<file path="config.mk">
export PLATFORM = sky130hd
export DESIGN_NAME = store_buffer_flat
export DESIGN_NICKNAME = d
export VERILOG_FILES = /design/src/rtl/store_buffer_if.sv /design/src/rtl/store_buffer.sv /design/src/flat_wrapper.sv
export SDC_FILE = /design/constraint.sdc
export NUM_CORES = 1
export LEC_CHECK = 0
export CAP_MARGIN = 20
export CORE_ASPECT_RATIO = 0.9
export CORE_MARGIN = 5
export CORE_UTILIZATION = 30
export DETAILED_ROUTE_END_ITERATION = 6
export PLACE_DENSITY = 0.51
export SETUP_SLACK_MARGIN = 0.1
export SLEW_MARGIN = 15
export SYNTH_ARGS = -nofsm -noshare
export SYNTH_HDL_FRONTEND = slang
export SYNTH_SLANG_ARGS = --single-unit
</file>
<file path="constraint.sdc">
create_clock -name clk -period 7 [get_ports clk]
set_input_delay 1.05 -clock clk [delete_from_list [all_inputs] [get_ports clk]]
set_output_delay 1.05 -clock clk [all_outputs]
set_load 0.05 [all_outputs]
</file>
<file path="src/rtl/store_buffer_if.sv">
// Core-side and memory-side signals of the store buffer, bundled as one interface.
// master = core/memory environment, slave = store_buffer.
interface store_buffer_if #(
  parameter int DATA_WIDTH = 32,
  parameter int DEPTH      = 4
);
  localparam int CNT_W = $clog2(DEPTH + 1);

  logic                  st_valid;
  logic [DATA_WIDTH-1:0] st_addr;
  logic [DATA_WIDTH-1:0] st_data;
  logic                  st_ready;

  logic                  ld_valid;
  logic [DATA_WIDTH-1:0] ld_addr;
  logic                  ld_ready;
  logic [DATA_WIDTH-1:0] ld_rdata;

  logic                  mem_we;
  logic [DATA_WIDTH-1:0] mem_a;
  logic [DATA_WIDTH-1:0] mem_wd;
  logic [DATA_WIDTH-1:0] mem_rd;

  logic [CNT_W-1:0]      count;

  modport master (
    output st_valid, st_addr, st_data, ld_valid, ld_addr, mem_rd,
    input  st_ready, ld_ready, ld_rdata, mem_we, mem_a, mem_wd, count
  );

  modport slave (
    input  st_valid, st_addr, st_data, ld_valid, ld_addr, mem_rd,
    output st_ready, ld_ready, ld_rdata, mem_we, mem_a, mem_wd, count
  );
endinterface

</file>
<file path="src/rtl/store_buffer.sv">
// Circular-FIFO store buffer sharing a single data-memory port with loads.
// Define STORE_BUFFER_FWD_EN to enable store-to-load forwarding (drain pauses during loads).
module store_buffer #(
  parameter int DATA_WIDTH = 32,
  parameter int DEPTH      = 4,
  parameter int ADDR_BITS  = 10
) (
  input  logic           clk,
  input  logic           rst_n,
  store_buffer_if.slave  bus
);
  localparam int PTR_W = $clog2(DEPTH);
  localparam int CNT_W = $clog2(DEPTH + 1);
  localparam logic [CNT_W-1:0] FULL = CNT_W'(DEPTH);

  logic [DATA_WIDTH-1:0] addr_q [DEPTH];
  logic [DATA_WIDTH-1:0] data_q [DEPTH];
  logic [PTR_W-1:0]      head_q;
  logic [PTR_W-1:0]      tail_q;
  logic [CNT_W-1:0]      count_q;

  logic push;
  logic pop;
  logic load_go;

  // A full buffer refuses the push even when it pops in the same cycle.
  assign bus.st_ready = (count_q < FULL);
  assign push         = bus.st_valid && bus.st_ready;
  assign load_go      = bus.ld_valid && bus.ld_ready;
  assign bus.count    = count_q;

`ifdef STORE_BUFFER_FWD_EN
  logic                  fwd_hit;
  logic [DATA_WIDTH-1:0] fwd_data;
  logic [PTR_W-1:0]      fwd_idx;

  assign bus.ld_ready = 1'b1;
  assign pop          = !bus.ld_valid && (count_q != '0);

  // Walk oldest to youngest so the last match wins; only entries held at cycle start are visible.
  always_comb begin
    fwd_hit  = 1'b0;
    fwd_data = '0;
    fwd_idx  = '0;
    for (int i = 0; i < DEPTH; i++) begin
      fwd_idx = head_q + PTR_W'(i);
      if ((CNT_W'(i) < count_q) &&
          (addr_q[fwd_idx][ADDR_BITS-1:0] == bus.ld_addr[ADDR_BITS-1:0])) begin
        fwd_hit  = 1'b1;
        fwd_data = data_q[fwd_idx];
      end
    end
  end

  assign bus.ld_rdata = fwd_hit ? fwd_data : bus.mem_rd;
`else
  logic [ADDR_BITS-1:0] unused_ld_addr_lsbs;

  assign unused_ld_addr_lsbs = bus.ld_addr[ADDR_BITS-1:0];
  assign bus.ld_ready        = (count_q == '0);
  assign pop                 = !load_go && (count_q != '0);
  assign bus.ld_rdata        = bus.mem_rd;
`endif

  // Port arbitration: a completing load owns the port, otherwise the head drains.
  // Gating on rst_n keeps the port quiet the instant reset asserts.
  always_comb begin
    bus.mem_we = 1'b0;
    bus.mem_a  = '0;
    bus.mem_wd = '0;
    if (rst_n) begin
      if (load_go) begin
        bus.mem_a = bus.ld_addr;
      end else if (pop) begin
        bus.mem_we = 1'b1;
        bus.mem_a  = addr_q[head_q];
        bus.mem_wd = data_q[head_q];
      end
    end
  end

  always_ff @(posedge clk or negedge rst_n) begin
    if (!rst_n) begin
      head_q  <= '0;
      tail_q  <= '0;
      count_q <= '0;
    end else begin
      if (push) begin
        tail_q <= tail_q + PTR_W'(1);
      end
      if (pop) begin
        head_q <= head_q + PTR_W'(1);
      end
      case ({push, pop})
        2'b10:   count_q <= count_q + CNT_W'(1);
        2'b01:   count_q <= count_q - CNT_W'(1);
        default: count_q <= count_q;
      endcase
    end
  end

  // Entry payload needs no reset: validity is carried entirely by head and count.
  always_ff @(posedge clk) begin
    if (push) begin
      addr_q[tail_q] <= bus.st_addr;
      data_q[tail_q] <= bus.st_data;
    end
  end
endmodule

</file>
<file path="src/flat_wrapper.sv">
// flat-port wrapper written by rule: the top's interface ports become plain ports
module store_buffer_flat 
#(
  parameter int DATA_WIDTH = 32,
  parameter int DEPTH      = 4,
  parameter int ADDR_BITS  = 10
)
  (clk, rst_n, bus_st_valid, bus_st_addr, bus_st_data, bus_ld_valid, bus_ld_addr, bus_mem_rd, bus_st_ready, bus_ld_ready, bus_ld_rdata, bus_mem_we, bus_mem_a, bus_mem_wd, bus_count);
  store_buffer_if #(.DATA_WIDTH(DATA_WIDTH), .DEPTH(DEPTH)) bus_i ();
  input  logic clk;
  input  logic rst_n;
  input wire logic [$bits(bus_i.st_valid)-1:0] bus_st_valid;
  input wire logic [$bits(bus_i.st_addr)-1:0] bus_st_addr;
  input wire logic [$bits(bus_i.st_data)-1:0] bus_st_data;
  input wire logic [$bits(bus_i.ld_valid)-1:0] bus_ld_valid;
  input wire logic [$bits(bus_i.ld_addr)-1:0] bus_ld_addr;
  input wire logic [$bits(bus_i.mem_rd)-1:0] bus_mem_rd;
  output wire logic [$bits(bus_i.st_ready)-1:0] bus_st_ready;
  output wire logic [$bits(bus_i.ld_ready)-1:0] bus_ld_ready;
  output wire logic [$bits(bus_i.ld_rdata)-1:0] bus_ld_rdata;
  output wire logic [$bits(bus_i.mem_we)-1:0] bus_mem_we;
  output wire logic [$bits(bus_i.mem_a)-1:0] bus_mem_a;
  output wire logic [$bits(bus_i.mem_wd)-1:0] bus_mem_wd;
  output wire logic [$bits(bus_i.count)-1:0] bus_count;
  assign bus_i.st_valid = bus_st_valid;
  assign bus_i.st_addr = bus_st_addr;
  assign bus_i.st_data = bus_st_data;
  assign bus_i.ld_valid = bus_ld_valid;
  assign bus_i.ld_addr = bus_ld_addr;
  assign bus_i.mem_rd = bus_mem_rd;
  assign bus_st_ready = bus_i.st_ready;
  assign bus_ld_ready = bus_i.ld_ready;
  assign bus_ld_rdata = bus_i.ld_rdata;
  assign bus_mem_we = bus_i.mem_we;
  assign bus_mem_a = bus_i.mem_a;
  assign bus_mem_wd = bus_i.mem_wd;
  assign bus_count = bus_i.count;
  store_buffer #(.DATA_WIDTH(DATA_WIDTH), .DEPTH(DEPTH), .ADDR_BITS(ADDR_BITS)) u_core (.clk(clk), .rst_n(rst_n), .bus(bus_i));
endmodule
</file>
==> out/summary.md <==
In this run, placement finished with an instance count of 1064. For the final count of hold timing violations, the log shows 0. The first global-routing pass estimated 35.5 mm of wire.

Layout overhead on the synthesized area: 27.1%. The switching power of the nets is 1.91 mW. Data on the critical path is required at its endpoint by 5.95 ns. The clock latency at the later pin of the worst-skew pair came out at 0.56 ns. With fillers left out, the area of the finished cells amounts to 0.0134 mm^2.

In the synthesized netlist, the number of instances is 486. After layout, the design draws a total of 5.66 mW. The proportion of layout cells with a drive suffix above 1 came out at 18.1%. The fraction of power consumed by combinational cells was 36.3%; the initial antenna violation count was 3.

The area of the placeable core is 0.0348 mm^2. The flow ran to the end, and the final reports show no timing, DRC or antenna violations. Counting along the longest clock path gives a buffer depth of 3.

The total overflow left after global routing is 0. For hold timing, the worst endpoint is u_core.bus.count[0]$_DFFE_PN0P_. Counting the fill cells in the layout gives 3260. The category of the worst setup path launch point was a primary input.

The run gives 0.228 GHz as the upper clock frequency limit. The tools report the number of pins with negative max-slew slack in the final report as 0. In this run the cell area measured after placement is 0.0123 mm^2.

The clock share of power is 26.4%, and the number of top-level pins is 234. The worst reg-to-reg path cell count is 2, and the initial DRC count is 196. For the all-layer global routing usage, the log shows 11.6%. Buffers placed on the I/O ports in this run total 169. The number of cells in the finished layout apart from fillers came out at 1121. The mean cell area of the mapped netlist was 21.6 um^2.

In this run the power density over the cells is 423 mW/mm^2. In this run the static leakage power is 4.41 nW. Number of nets in the finished design: 767.

The post-synthesis net count is 624, and the count of unique library cells instantiated by Yosys is 26. Routability-driven placement finished with a final weighted congestion of 0.657. The detail route stage leaves a number of antenna-violating nets equal to 0. After synthesis the netlist holds a flip-flop and latch count of 263. The logs give 0 for the setup-violating endpoint count in the final report and 0.000255 V for the worst vdd rail ir drop. For this run, the detailed router's first-pass iteration total came to 4. After synthesis, the cell types taking the most area are sky130_fd_sc_hd__edfxtp_1 73%, sky130_fd_sc_hd__mux4_2 14%, sky130_fd_sc_hd__a22o_1 2.7%, sky130_fd_sc_hd__buf_4 2.4%, sky130_fd_sc_hd__and3_1 1.9%. The sequential cells in the finished layout cover a total of 0.00787 mm^2. The routed layout has 5101 vias. The internal power is 3.75 mW. For this run, the number of Yosys warnings is 0. The critical path is of the in2out type.

The overall die width works out to 207 um. After detailed routing, the total wire length is 22.8 mm. The switching part of the total is 33.8%.

The fraction of the yosys area taken by sequential cells was 74.8%; the max-cap check violation count was 0. For the half-perimeter wire length of the detailed placement result, the log shows 13.2 mm. The aggregate negative setup slack is 0 ns, and the number of buffers created by CTS is 29.

The setup check on the worst reg-to-reg path leaves a slack of 4.64 ns. The repair_antennas step left the layout with diodes totalling 0. After clock tree synthesis, the setup repair step added 0 buffers. Across the routed clock network, the largest skew measured is 0.0268 ns. The synthesized netlist occupies a cell area of 0.0105 mm^2. The tools report the clock net sink count as 263.

In this run the worst path has a maximum fanout of 41. Kind of path behind the tightest hold check: reg2reg. At the pin with the least slew margin, the transition time is 1.07 ns. The worst register-to-register path ends at u_core.addr_q[3][28]$_DFFE_PP_.

Clock-pin slew was measured on the worst setup and hold paths at 0.06 ns. The count of unresolved DRC violations after routing came out at 0. The routed length per placed instance was 20.3 um; the starting density of the core was 30.2%. Buffers inserted to repair hold after CTS numbered 0. The routed via count divided by cell count was 4.55. For the number of resized instances in the post-cts repair step, the log shows 0. TritonCTS built the clock tree.

Signal arrival time at the worst endpoint: 3.34 ns. Critical path capture point type: an output port. After floorplanning, the core was divided into 65 placement rows.

The hold path depth works out to 1. In this run the tightest slew margin relative to its limit is 28.4%. Launch point of the worst reg-to-reg path: u_core.bus.count[2]$_DFFE_PN0P_. The area of combinational cells with multiple inputs is 0.00215 mm^2, and the largest net degree at the start of global routing is 66.

For the area of the die, the log shows 0.0389 mm^2. The tree is rooted in a sky130_fd_sc_hd__clkbuf_16. The biggest area contributor in the post-synthesis netlist is sky130_fd_sc_hd__edfxtp_1.

The top cell types in the final layout, fill and taps aside, are 256 x sky130_fd_sc_hd__edfxtp_1, 168 x sky130_fd_sc_hd__clkdlybuf4s50_1, 64 x sky130_fd_sc_hd__mux4_2. Hold path startpoint: u_core.bus.count[0]$_DFFE_PN0P_. Measured along the y axis, the die boundary spans 188 um.

Setup repair after global routing left no endpoint under its margin. The fraction of post-synthesis cell area in the top cell type by area is 73.1%. For the count of H-tree levels built during CTS, the log shows 1. Leaving out fill and tap cells, the most frequent cell in the layout is sky130_fd_sc_hd__edfxtp_1.

The number of global-route vias before repair came out at 5922. The worst path needs 4.39 ns of the cycle, external delays included. The share of total power dissipated in sequential elements is 37.3%. The share of the clock period used by the worst path after layout works out to 62.8%.
[worst max-delay path, cell delays in order]
cell,delay [ns]
sky130_fd_sc_hd__buf_2,0.62
sky130_fd_sc_hd__and3_4,0.61
sky130_fd_sc_hd__a22o_1,0.22
sky130_fd_sc_hd__clkdlybuf4s50_1,0.81
[kinds of logic after synthesis]
logic type / count (synthesis) / share of synthesized area (%)
DFF: 263 / 74.8
buffers and inverters: 70 / 4.84
muxes: 65 / 13.8
and+or+nand+nor: 43 / 2.56
AOI/OAI and AO/OA: 33 / 2.71
xor gates and xnor gates: 6 / 0.500
adders and majority gates: 6 / 0.786
[power by group through the flow]
stage	Combinational (mW)	Sequential (mW)	Clock, mW
4_1_cts	1.97	2.23	1.53
6_report	2.05	2.11	1.49
5_1_grt	2.18	2.14	1.60
3_3_place_gp	1.95	2.24	0
3_5_place_dp	1.96	2.26	0
2_1_floorplan	1.53	2.09	0
[area by class of cell]
| type | count | area share (%) |
|---|---|---|
| Clock buffer | 41 | 5.99 |
| Timing Repair Buffer | 174 | 13.2 |
| Inverter | 8 | 0.243 |
| Multi-Input combinational cell | 153 | 16.1 |
| Sequential cell | 263 | 58.9 |
| Tap cell | 469 | 4.39 |
| Clock inverter | 13 | 1.13 |
[synth_stat cells, drive strengths merged]
cell type  instances
edfxtp           256
mux4              64
buf               55
and3              33
a22o              32
inv                8
clkbuf             7
dfrtp              7
and2               5
ha                 5
xnor2              5
nand2              2
fa                 1
mux2i              1
nor2               1
nor2b              1
o21ai              1
or3                1
xor2               1
[state kept, by name, summed over array words and instances (netlist names)]
| register | flops |
|---|---|
| u_core.head_q | 2 |
| u_core.bus.count | 3 |
| u_core.data_q | 128 |
| u_core.tail_q | 2 |
| u_core.addr_q | 128 |
[stage by stage]
stage                     worst slack [ns]  hold WS (ns)  utilization (%)
after floorplan                       3.64         0.580                -
after global placement                2.59         0.504             35.5
after detailed placement              2.55         0.528             35.5
after CTS                             2.08         0.540             38.2
after global routing                  2.43         0.586             38.4
final                                 2.61         0.543             38.4
[worst max-delay path by stage]
stage / cells after the start / slack, ns / to / from
after floorplan: 3 / 3.64 / u_core.addr_q[0][0]$_DFFE_PP_ / bus_st_valid
after global placement: 4 / 2.59 / bus_mem_a[31] / rst_n
after detailed placement: 4 / 2.55 / bus_mem_a[3] / rst_n
after CTS: 4 / 2.08 / bus_mem_wd[27] / u_core.head_q[0]$_DFFE_PN0N_
after global routing: 4 / 2.43 / bus_mem_a[5] / rst_n
final: 4 / 2.61 / bus_mem_a[3] / rst_n
[metal layers]
metal	global-route usage, %	wire, um	share of wire (%)	vias to the layer above
met5	0	46	0.20	-
met4	3.51	735	3.2	6
met3	3.46	1340	5.9	60
met2	19.6	11100	49	154
met1	14.5	9550	42	2612
li1	-	-	-	2269
Power figures use the tool's default switching activity.
==> edit, RTL diff (config.mk and constraints unchanged) <==
Build with the macro `STORE_BUFFER_FWD_EN` defined.
--- a/src/rtl/store_buffer.sv
+++ b/src/rtl/store_buffer.sv
@@ -1,4 +1,6 @@
 // Circular-FIFO store buffer sharing a single data-memory port with loads.
 // Define STORE_BUFFER_FWD_EN to enable store-to-load forwarding (drain pauses during loads).
+`define STORE_BUFFER_FWD_EN
+
 module store_buffer #(
   parameter int DATA_WIDTH = 32,
Function: changed (a bounded check fails within 4 cycles, from zero or initial values and one cycle with rst_n low).
==> edit against the original RTL <==
Total power up 19%; count of clock-buffer cells in the layout is 11 lower; cell area rose by 38%; setup slack got worse by 1.9 ns; sequential share of layout area is 16 points lower; sequential cell count is the same; synthesized area up 40%; wire length rose by 77%; critical endpoint is now bus_ld_rdata[1]; final cell count grew 85%.
==> edit: results <==
[synth]
synth_nets = 1388
ys_seq_area_frac = 0.533
postSynthAreaPerCell_um2 = 11.8
yosys-top-cells-count = edfxtp_1, nand2_1, o21ai_0, mux2i_1, nor2_1
synth_area_leaders = edfxtp_1, mux2i_1, mux2_2

[grt]
use_met3 = 0.0308
grtUsageMet1 = 0.199

[drt]
wl_met3_mm = 2.10
drt-total-wl_mm = 40.4
wl_met2_mm = 19.1
via_per_inst = 5.05
drt_iter0_markers = 629

[setup_path]
worstPathArrival_ns = 5.22
crit_path_max_fanout = 34

[finish]
drive_gt1_frac = 0.126
nets = 1561
final_cells = 2074

[outcome]
status = finished, final reports clean

[sta]
worstMarginPinSlew_ns = 0.892
finClkSkew_ns = 0.0132

[place]
dpl.cell_count = 2022
portBuffers = 232
place.gp.congestion = 0.796

[pwr]
total_power_mw = 6.72
peakVddDrop_mv = 0.247
[edit: cell count changes in the layout (fill, tap and decap cells not counted), moves of 64 or more]
cell | unedited run | this run
clkdlybuf4s50_1 | 168 | 232
nor2_1 | 1 | 70
o21ai_0 | 1 | 136
nand2_1 | 2 | 180
mux2_2 | 0 | 67
mux2i_1 | 1 | 120
[edit: logic make-up (layout without fill, tap and decap cells)]
logic type | after synthesis | after routing | share of synthesized area
adder cells (fa/ha/maj) | 9 | 9 | 0.00763
XOR/XNOR | 49 | 49 | 0.0291
other | 1 | 1 | 0.000254
AND/OR/NAND/NOR | 298 | 298 | 0.0889
flip-flops | 263 | 263 | 0.533
multiplexers | 216 | 216 | 0.176
AO/OA/AOI/OAI | 291 | 291 | 0.125
buffers and inverters | 120 | 315 | 0.0404
[edit: final cells by class]
cell class,instances,area [um2]
clock buffers,30,708
clock inverters,22,219
fillers,4758,30500
inverters,9,33.8
multi-input cells,864,6330
flip-flops and latches,263,7870
well taps,632,791
repair buffers,254,2510
[edit: final timing paths]
path                       cells after the start  slack (ns)                               to                       startpoint
min in group asynchronous                      1        0.81     u_core.head_q[0]$_DFFE_PN0P_                            rst_n
hold / removal                                 2        0.62  u_core.bus.count[1]$_DFFE_PN0P_  u_core.bus.count[1]$_DFFE_PN0P_
setup reg to reg                               3        4.34    u_core.addr_q[2][2]$_DFFE_PP_  u_core.bus.count[2]$_DFFE_PN0P_
max in group asynchronous                      1        5.85     u_core.head_q[1]$_DFFE_PN0P_                            rst_n
setup / recovery                              11        0.73                  bus_ld_rdata[1]     u_core.head_q[1]$_DFFE_PN0P_
hold reg to reg                                2        0.62  u_core.bus.count[1]$_DFFE_PN0P_  u_core.bus.count[1]$_DFFE_PN0P_
